[config.mk]
export PLATFORM = sky130hd
export DESIGN_NAME = quadrature_phase_lut
export DESIGN_NICKNAME = d
export VERILOG_FILES = /design/src/rtl/quadrature_phase_lut.sv
export SDC_FILE = /design/constraint.sdc
export NUM_CORES = 1
export LEC_CHECK = 0
export ABC_AREA = 1
export CAP_MARGIN = 10
export CELL_PAD_IN_SITES_DETAIL_PLACEMENT = 1
export CELL_PAD_IN_SITES_GLOBAL_PLACEMENT = 1
export CORE_MARGIN = 8
export CORE_UTILIZATION = 46
export DETAILED_ROUTE_END_ITERATION = 12
export PLACE_DENSITY = 0.79
export RECOVER_POWER = 100
export SLEW_MARGIN = 30
export SYNTH_ARGS = -nofsm -noshare
export SYNTH_HDL_FRONTEND = slang
export SYNTH_SLANG_ARGS = --single-unit
[constraint.sdc]
create_clock -name clk -period 7 [get_ports clk]
set_input_delay 1.05 -clock clk [delete_from_list [all_inputs] [get_ports clk]]
set_output_delay 1.05 -clock clk [all_outputs]
set_load 0.01 [all_outputs]
[src/rtl/quadrature_phase_lut.sv]
// Two-phase microstep current reference: folds a full-circle phase onto a
// quarter-wave cosine table and scales both coil magnitudes by an amplitude.
module quadrature_phase_lut #(
    parameter int INDEX_BITS = 6,
    parameter int VALUE_BITS = 8,
    parameter int AMP_BITS   = 8
) (
    input  logic                  clk,
    input  logic                  reset,
    input  logic [INDEX_BITS+1:0] phase,
    input  logic [AMP_BITS-1:0]   amplitude,
    input  logic                  in_valid,
    output logic                  in_ready,
    output logic                  out_valid,
    input  logic                  out_ready,
    output logic [VALUE_BITS-1:0] cos_mag,
    output logic                  cos_neg,
    output logic [VALUE_BITS-1:0] sin_mag,
    output logic                  sin_neg
);

    localparam int     DEPTH      = 1 << INDEX_BITS;
    localparam int     FRAC       = 28;
    localparam longint PI_Q       = 64'sd843314857;
    localparam longint ONE_Q      = longint'(1) << FRAC;
    localparam longint HALF_Q     = longint'(1) << (FRAC - 1);
    localparam longint FULL_SCALE = (longint'(1) << VALUE_BITS) - 1;

    // Integer Taylor series keeps the table build free of real arithmetic.
    function automatic logic [DEPTH*VALUE_BITS-1:0] build_table();
        logic [DEPTH*VALUE_BITS-1:0] tbl;
        longint x, x2, term, acc, val;
        tbl = '0;
        for (int k = 0; k < DEPTH; k++) begin
            x    = (longint'(k) * PI_Q) / longint'(2 * DEPTH);
            x2   = (x * x) >>> FRAC;
            term = ONE_Q;
            acc  = ONE_Q;
            for (int n = 1; n <= 12; n++) begin
                term = -(((term * x2) >>> FRAC) / longint'((2 * n - 1) * (2 * n)));
                acc  = acc + term;
            end
            val = (FULL_SCALE * acc + HALF_Q) >>> FRAC;
            tbl[k*VALUE_BITS +: VALUE_BITS] = val[VALUE_BITS-1:0];
        end
        return tbl;
    endfunction

    localparam logic [DEPTH*VALUE_BITS-1:0] LUT = build_table();

    function automatic logic [VALUE_BITS-1:0] scale_mag(
        input logic [VALUE_BITS-1:0] mag,
        input logic [AMP_BITS-1:0]   amp
    );
        logic [VALUE_BITS+AMP_BITS-1:0] prod;
        prod = {{AMP_BITS{1'b0}}, mag} * {{VALUE_BITS{1'b0}}, amp};
        return VALUE_BITS'(prod >> AMP_BITS);
    endfunction

    function automatic logic polarity(
        input logic                  neg,
        input logic [VALUE_BITS-1:0] mag,
        input logic [AMP_BITS-1:0]   amp
    );
        return neg && (mag != '0) && (amp != '0);
    endfunction

    typedef enum logic [2:0] {IDLE, RD_COS, RD_SIN, SCALE, OUT} state_t;

    state_t                  state;
    logic [INDEX_BITS+1:0]   phase_p0;
    logic [AMP_BITS-1:0]     amp_p0;
    logic [VALUE_BITS-1:0]   rom_q_p1;
    logic [VALUE_BITS-1:0]   cos_raw_p1;
    logic [1:0]              quad;
    logic [INDEX_BITS-1:0]   offset;
    logic [INDEX_BITS-1:0]   comp_idx;
    logic [INDEX_BITS-1:0]   cos_addr;
    logic [INDEX_BITS-1:0]   sin_addr;
    logic [INDEX_BITS-1:0]   rom_addr;
    logic                    cos_at_d;
    logic                    sin_at_d;
    logic [VALUE_BITS-1:0]   sin_raw;

    assign quad     = phase_p0[INDEX_BITS+1 -: 2];
    assign offset   = phase_p0[INDEX_BITS-1:0];
    // D - i modulo DEPTH; the i == 0 case is the C(DEPTH) = 0 bypass.
    assign comp_idx = INDEX_BITS'(0) - offset;
    assign cos_addr = quad[0] ? comp_idx : offset;
    assign sin_addr = quad[0] ? offset : comp_idx;
    assign cos_at_d = quad[0] && (offset == '0);
    assign sin_at_d = !quad[0] && (offset == '0);
    assign rom_addr = (state == RD_SIN) ? sin_addr : cos_addr;
    assign sin_raw  = sin_at_d ? '0 : rom_q_p1;
    assign in_ready = (state == IDLE) && !reset;

    // Stage p0 capture, p1 single-port registered table read.
    always_ff @(posedge clk) begin
        rom_q_p1 <= LUT[int'(rom_addr) * VALUE_BITS +: VALUE_BITS];
        if (state == IDLE && in_valid) begin
            phase_p0 <= phase;
            amp_p0   <= amplitude;
        end
        if (state == RD_SIN) begin
            cos_raw_p1 <= cos_at_d ? '0 : rom_q_p1;
        end
    end

    // Stage p2: sequencing, scaling and registered outputs.
    always_ff @(posedge clk) begin
        if (reset) begin
            state     <= IDLE;
            out_valid <= 1'b0;
            cos_mag   <= '0;
            cos_neg   <= 1'b0;
            sin_mag   <= '0;
            sin_neg   <= 1'b0;
        end else begin
            case (state)
                IDLE:   if (in_valid) state <= RD_COS;
                RD_COS: state <= RD_SIN;
                RD_SIN: state <= SCALE;
                SCALE: begin
                    cos_mag   <= scale_mag(cos_raw_p1, amp_p0);
                    cos_neg   <= polarity(quad[0] ^ quad[1], cos_raw_p1, amp_p0);
                    sin_mag   <= scale_mag(sin_raw, amp_p0);
                    sin_neg   <= polarity(quad[1], sin_raw, amp_p0);
                    out_valid <= 1'b1;
                    state     <= OUT;
                end
                OUT: begin
                    if (out_ready) begin
                        out_valid <= 1'b0;
                        state     <= IDLE;
                    end
                end
                default: state <= IDLE;
            endcase
        end
    end

endmodule

# Word level (Yosys, flattened, before mapping)
# Index checks and enable logic that the tools add are counted.
# word_totals
regBits	54
inputBits	20
# op_classes
n_addsub	1
multipliers	2
n_eq_ne	6
n_shift	1
mux	9
bitwise_logic	1
n_reduce_logical	18
# op_table
cell	count
$shiftx A512 B10 Y8 const A	1
$mul A8 B8 Y16	2
$reduce_bool A8 Y1	3
$mux W6	3
$pmux W3 S5	1
$logic_and A1 B1 Y1	8
$mux W8	1
$eq A3 B2 Y1 const B	2
$logic_not A6 Y1	1
$mux W3	2
$sub A1 B6 Y6 const A	1
$ne A2 B2 Y1 const B	2
$reduce_and A2 Y1	2
$eq A3 B1 Y1 const B	1
$eq A3 B3 Y1 const B	1
$logic_not A3 Y1	1
$logic_not A1 Y1	2
$pmux W1 S2	1
$reduce_bool A2 Y1	1
$mux W1	1
$xor A1 B1 Y1	1

# Longest topological paths before layout
# depth
depth_word	6
ltp_mapped	27
depth_no_buf	27

# Worst setup path after synthesis
# Ideal clock, no wire load.
# synth_path
kind	register to register
startpoint	register phase_p0[0]
endpoint	register sin_mag[7]
arrival_ps	4819
required_ps	6883
slack_ps	2064
stages_incl_launch_ff	24
period_less_slack_ps	4936
cell_sequence	edfxtp_1 > inv_1 > ha_1 > inv_1 > nor2_2 > nand4_4 > inv_1 > nor2_1 > inv_1 > nor2_1 > fa_1 > fa_1 > fa_1 > inv_1 > fa_1 > inv_1 > ha_1 > a21o_1 > a31oi_1 > nor2_1 > a211oi_1 > a21oi_1 > nor2_1 > nor2_1
# synth_between
elab_chain_len	4
# synth_rtl
item	line_no	source
start: declaration	71	logic [INDEX_BITS+1:0] phase_p0;
start signal: assignment	101	phase_p0 <= phase;
$logic_not A6 Y1	92	assign sin_at_d = !quad[0] && (offset == '0);
$logic_and A1 B1 Y1	92	
$mux W8	94	assign sin_raw = sin_at_d ? '0 : rom_q_p1;
$mul A8 B8 Y16	56	prod = {{AMP_BITS{1'b0}}, mag} * {{VALUE_BITS{1'b0}}, amp};
end signal: assignment	126	sin_mag <= scale_mag(sin_raw, amp_p0);
end: declaration	18	output logic [VALUE_BITS-1:0] sin_mag,
# No other way between the ends.
# A chain may end at the register's enable or synchronous reset.

# Worst setup path after layout
# Ends and elaborated chain as after synthesis.

==> reports/metrics.yaml <==
clock_network:
  cts_sinks: 54
  clock_path_buffers: 2
  post_cts_buffers: 0
  clk_latency_ps: 310
  cts_made_buffers: 5
  tritoncts: "yes"
  cts_root_buf: "clkbuf_16"
  cts_resized: 0
  htree_levels: 2
  clk_pin_slew_worst_paths_ps: 70
  holdBufCountCts: 0
route:
  drcViolationCount: 0
  viasPerCell: 5.240
  vias: 5869
  drt_iter0_drc: 266
  wl_per_cell_um: 16.86
  drtAntennaViolNets: 0
  drt_wl_total_um: 18880
  dr.pass1.iters: 4
finish:
  n_fill_cell: 1860
  area_delta_synth_final_pct: 9.304
  final_common_cell: "inv_1"
  final_core_util: 0.5127
  nets: 1096
  multi_input_area_mm2: 0.004593
  final_cell_mix: "inv_1, nand2_1, nor2_1"
  drive_gt1_frac: 0.03632
  num_antenna_cells: 0
  finalInstanceArea_mm2: 0.007423
  regArea_mm2: 0.001321
timing:
  max_freq_ghz: 0.1674
  slew-limit-headroom: 0.2941
  skew_ps: 8.591
  setup_viol: 0
  hold_viol_final: 0
  rsz0062_at_grt: "no"
  post-route-period-util: 0.8534
  min_period_ps: 5974
  finalSetupTns_ps: 0
  setup_slack_ps: 1026
  drv_slew: 0
  worst-slew-pin-transition_ps: 1055
setup_path:
  cpMaxStageDelayCell: "fa_1"
  slowest_delay_ps: 520
  worst-path-max-fanout: 10
  critPathKind: "flip-flop to flip-flop"
  critical_path.cell_chain: "inv_1 > ha_1 > inv_1 > nor2_1 > nand4_1 > inv_1 > nor2_1 > inv_1 > nor2_1 > fa_1 > fa_1 > fa_1 > inv_1 > fa_1 > inv_1 > ha_1 > a21o_1 > a31oi_1 > nor2_1 > a211oi_1 > a21oi_1 > nor2_1 > nor2_1"
  critPathCaptureType: "flip-flop"
  crit_arrival_ps: 6170
  start_kind: "flip-flop"
  worst_ep_required_time_ps: 7200
  regToRegSetupSlack_ps: 1030
placement:
  dp_slack_ps: 1355
  place.gp.congestion: 0.8628
  port_buffers: 39
  placed_area_mm2: 0.007316
  hpwl_um: 15920
yosys:
  synth_cell_types: 41
  yosys.area.top_type: "fa_1"
  yosysWarnings: 0
  async_flop_share: 0
  yosysSeqAreaShare: 0.1945
  synth_area_mm2: 0.006792
  syn_avg_cell_area_um2: 7.455
  synthTopCellsByArea: "fa_1, ha_1, edfxtp_1"
  ys_ff_latch: 54
  syn_inst: 911
  synth_top_area_share: 0.2063
  synth-edff-count: 24
  synth_nets: 1072
  ys.flop_type: "dfxtp_1"
die:
  core_area_mm2: 0.01448
  num_rows: 44
  initial_core_util: 0.4691
  ios: 40
  fp.dieH_um: 137.5
  dieArea_mm2: 0.01891
  dieWidth_um: 137.5
global_routing:
  grt_max_degree: 33
  grt.total_usage: 0.2140
  grt_pass1_vias: 6425
  grt-ovfl-total: 0
  grt_antenna_before_repair: 0
  grt_pass1_wl_um: 32060
worst_hold_path:
  hp-class: "flip-flop to flip-flop"
status:
  outcome: "complete, no violations"
run:
  drv_cap: 0
==> cells in the mapped netlist, types with 2 or more instances <==
| cell | instances |
|---|---|
| a211oi_1 | 2 |
| a21o_1 | 4 |
| a21oi_1 | 37 |
| a31oi_1 | 3 |
| buf_2 | 4 |
| buf_4 | 2 |
| buf_6 | 2 |
| clkbuf_1 | 17 |
| dfxtp_1 | 30 |
| edfxtp_1 | 24 |
| fa_1 | 70 |
| ha_1 | 71 |
| inv_1 | 188 |
| inv_2 | 6 |
| nand2_1 | 186 |
| nand2_2 | 11 |
| nand3_1 | 43 |
| nand4_1 | 6 |
| nor2_1 | 121 |
| nor2_2 | 3 |
| nor3_1 | 5 |
| nor4_1 | 6 |
| o211ai_1 | 7 |
| o21ai_0 | 28 |
| o21ai_1 | 7 |
| o21bai_1 | 4 |
| xor2_1 | 8 |
| xor2_2 | 3 |
==> registers in the layout (all words and copies together) (netlist names) <==
signal	count
amp_p0	8
sin_mag	8
sin_neg	1
cos_neg	1
cos_mag	8
rom_q_p1	8
cos_raw_p1	8
out_valid	1
state	3
phase_p0	8
==> logic make-up (layout without fill, tap and decap cells) <==
kind of cell | count (synthesis) | after routing | synth area share
XOR/XNOR | 12 | 12 | 0.01990
adder cells (fa/ha/maj) | 141 | 141 | 0.3371
AND/OR/NAND/NOR | 388 | 388 | 0.2415
buffers and inverters | 219 | 244 | 0.1251
AO/OA/AOI/OAI | 97 | 97 | 0.08180
flip-flops | 54 | 54 | 0.1945
==> layout make-up <==
type	instances	area share
Clock inverter	3	0.002697
Tap cell	184	0.03101
Sequential cell	54	0.1780
Clock buffer	5	0.01685
Timing Repair Buffer	42	0.05461
Inverter	194	0.09810
Multi-Input combinational cell	638	0.6187
==> metrics by stage <==
stage	std cells	hold WS [ps]
after floorplan	911	482.9
after global placement	1112	446.7
after detailed placement	1112	455.8
after CTS	1120	466.3
after global routing	1120	487.5
final	1120	461.8
==> critical path, delay by kind of cell (launching register included) <==
family	cells	cell delay (ps)
simple gates	7	1040
fa+ha+maj	6	2560
flops	1	480
buf+inv	6	920
compound gates	4	870
==> worst paths after layout <==
| path | start | endpoint | cells after the start |
|---|---|---|---|
| worst max-delay path | phase_p0[0] | sin_mag[7] | 23 |
| worst min-delay path | out_valid | out_valid | 2 |
| worst max register to register | phase_p0[0] | sin_mag[7] | 23 |
| worst min register to register | out_valid | out_valid | 2 |
==> per-layer routing <==
metal,track usage,vias to the layer above,share of wire
met5,0,-,0
met4,0.05552,0,0.016
met3,0.02954,18,0.027
met2,0.3852,80,0.52
met1,0.2614,2913,0.44
li1,-,2858,-
Power is not shown: default switching activity piles up to over one toggle a cycle in this logic, so the estimate is an artifact.
==> patch (config.mk and constraints unchanged) <==
Re-encode `state_t` (5 states) as Gray code, 3 bits wide.
--- a/src/rtl/quadrature_phase_lut.sv
+++ b/src/rtl/quadrature_phase_lut.sv
@@ -67,3 +67,3 @@
 
-    typedef enum logic [2:0] {IDLE, RD_COS, RD_SIN, SCALE, OUT} state_t;
+    typedef enum logic [2:0] {IDLE = 3'b000, RD_COS = 3'b001, RD_SIN = 3'b011, SCALE = 3'b010, OUT = 3'b110} state_t;
 
Check against the original RTL: no difference found for any inputs over 4 cycles, from zero or initial values and one cycle with reset high; so few cycles prove little.
==> patch against the unedited design <==
Critical path depth is 1 higher; worst setup slack worse by 0.084 ns; first-iteration DRC count is 7.9% higher; wire length is 2.8% higher; via count is 1.1% higher; critical path type unchanged; cell area is 0.46% higher; synthesized area is 0.63% higher; sequential cell count stayed put.
==> patch: results (changes against the unedited design) <==
Parameter                              Value

GRT
  First-pass GRT wire length    32.5 mm (was 32.1 mm)
  GRT met3 Usage    3.62% (was 2.95%)
  Maximum number of pins on one net before global-route repair    34 (was 33)
  Via count of the first global-routing pass    6528 (was 6425)
  Met2 demand-to-capacity share in global routing    36.0% (was 38.5%)
  GRT Overall Usage    21.5% (was 21.4%)

Placement
  Post-detailed-placement cell area    7340 um2 (was 7320 um2)
  Setup slack after placement    1.23 ns (was 1.36 ns)
  Last weighted congestion value of the routability-driven placer    0.887 (was 0.863)
  Post-DP HPWL    16.1 mm (was 15.9 mm)

Yosys
  Commonest cells in the netlist    inv_1, nand2_1, nor2_1, ha_1, fa_1 (unchanged)
  Top post-synthesis cells by area    fa_1, ha_1, inv_1, edfxtp_1, nand2_1 (was fa_1, ha_1, edfxtp_1, inv_1, nand2_1)
  Part of the Yosys area used for sequential elements    19.3% (was 19.5%)
  Netlist cell types    42 (was 41)

Drt
  Routed wire length per instance    17.4 um (was 16.9 um)
  Initial drt markers    287 (was 266)
  Detail Route met3 WL    897 um (was 507 um)
  Wl on met1    8.73 mm (was 8.24 mm)
  Sum of met2 wire segment lengths after detailed routing    9.39 mm (was 9.83 mm)

Final layout
  Total Nets Final    1093 (was 1096)

STA
  Slew of the pin with the lowest slew margin    1.13 ns (was 1.06 ns)
  Clk_skew    0.0162 ns (was 0.00859 ns)

Worst hold path
  Worst Min Path Start    cos_neg (was out_valid)
  Endpoint with the worst hold slack    cos_neg (was out_valid)

Setup path
  Cell depth of the worst flop-to-flop path    24 (was 23)
  Worst R2R Setup Slack    0.94 ns (was 1.03 ns)

Status
  Result of the run    completed (unchanged)
## patch: cell count changes in the layout (fill, tap and decap cells not counted), sizes merged, moves of 3 or more
cell,delta
o21a,+6
nand2,-8
inv,+9
nor2,-27
nand3,+14
o21ai,+3
## patch: cell families after synthesis
kind of cell / Yosys count / share of synthesized area [%]
XOR/XNOR: 12 / 2.25
AO/OA/AOI/OAI: 105 / 9.10
buffers and inverters: 229 / 13.2
AND/OR/NAND/NOR: 367 / 22.4
adder cells (fa/ha/maj): 142 / 33.7
flip-flops: 54 / 19.3
## patch: critical path: cells and delay by family (launching register included)
family | cells | cell delay (ns)
buf+inv | 7 | 0.98
simple gates | 9 | 1.15
fa+ha+maj | 6 | 2.70
compound gates | 2 | 0.67
flops | 1 | 0.46
## patch: metrics by stage
| step | std cells | hold slack [ns] |
|---|---|---|
| CTS | 1116 | 0.488 |
| floorplan | 909 | 0.471 |
| global route | 1116 | 0.509 |
| detailed placement | 1108 | 0.472 |
| finish | 1116 | 0.477 |
| global placement | 1108 | 0.455 |
## patch: worst max-delay path by stage
stage	end	slack [ns]	depth (start not counted)
detailed placement	sin_mag[6]	1.23	24
finish	sin_mag[7]	0.94	24
global route	sin_mag[6]	0.49	24
floorplan	sin_mag[6]	1.88	24
global placement	sin_mag[6]	1.51	24
CTS	sin_mag[6]	1.18	24
## patch: report_power, final
| group | switching [mW] | internal [mW] |
|---|---|---|
| clock | 0.135 | 0.137 |
| combinational | 1.97 | 1.09 |
| sequential | 0.0512 | 0.390 |
## patch: area by class of cell
type,count,area [um2]
tap,184,230
fill,1872,7080
sequential,54,1320
timing repair buffer,41,402
clock inverter,3,28.8
multi-input combinational,626,4590
inverter,203,762
clock buffer,5,125
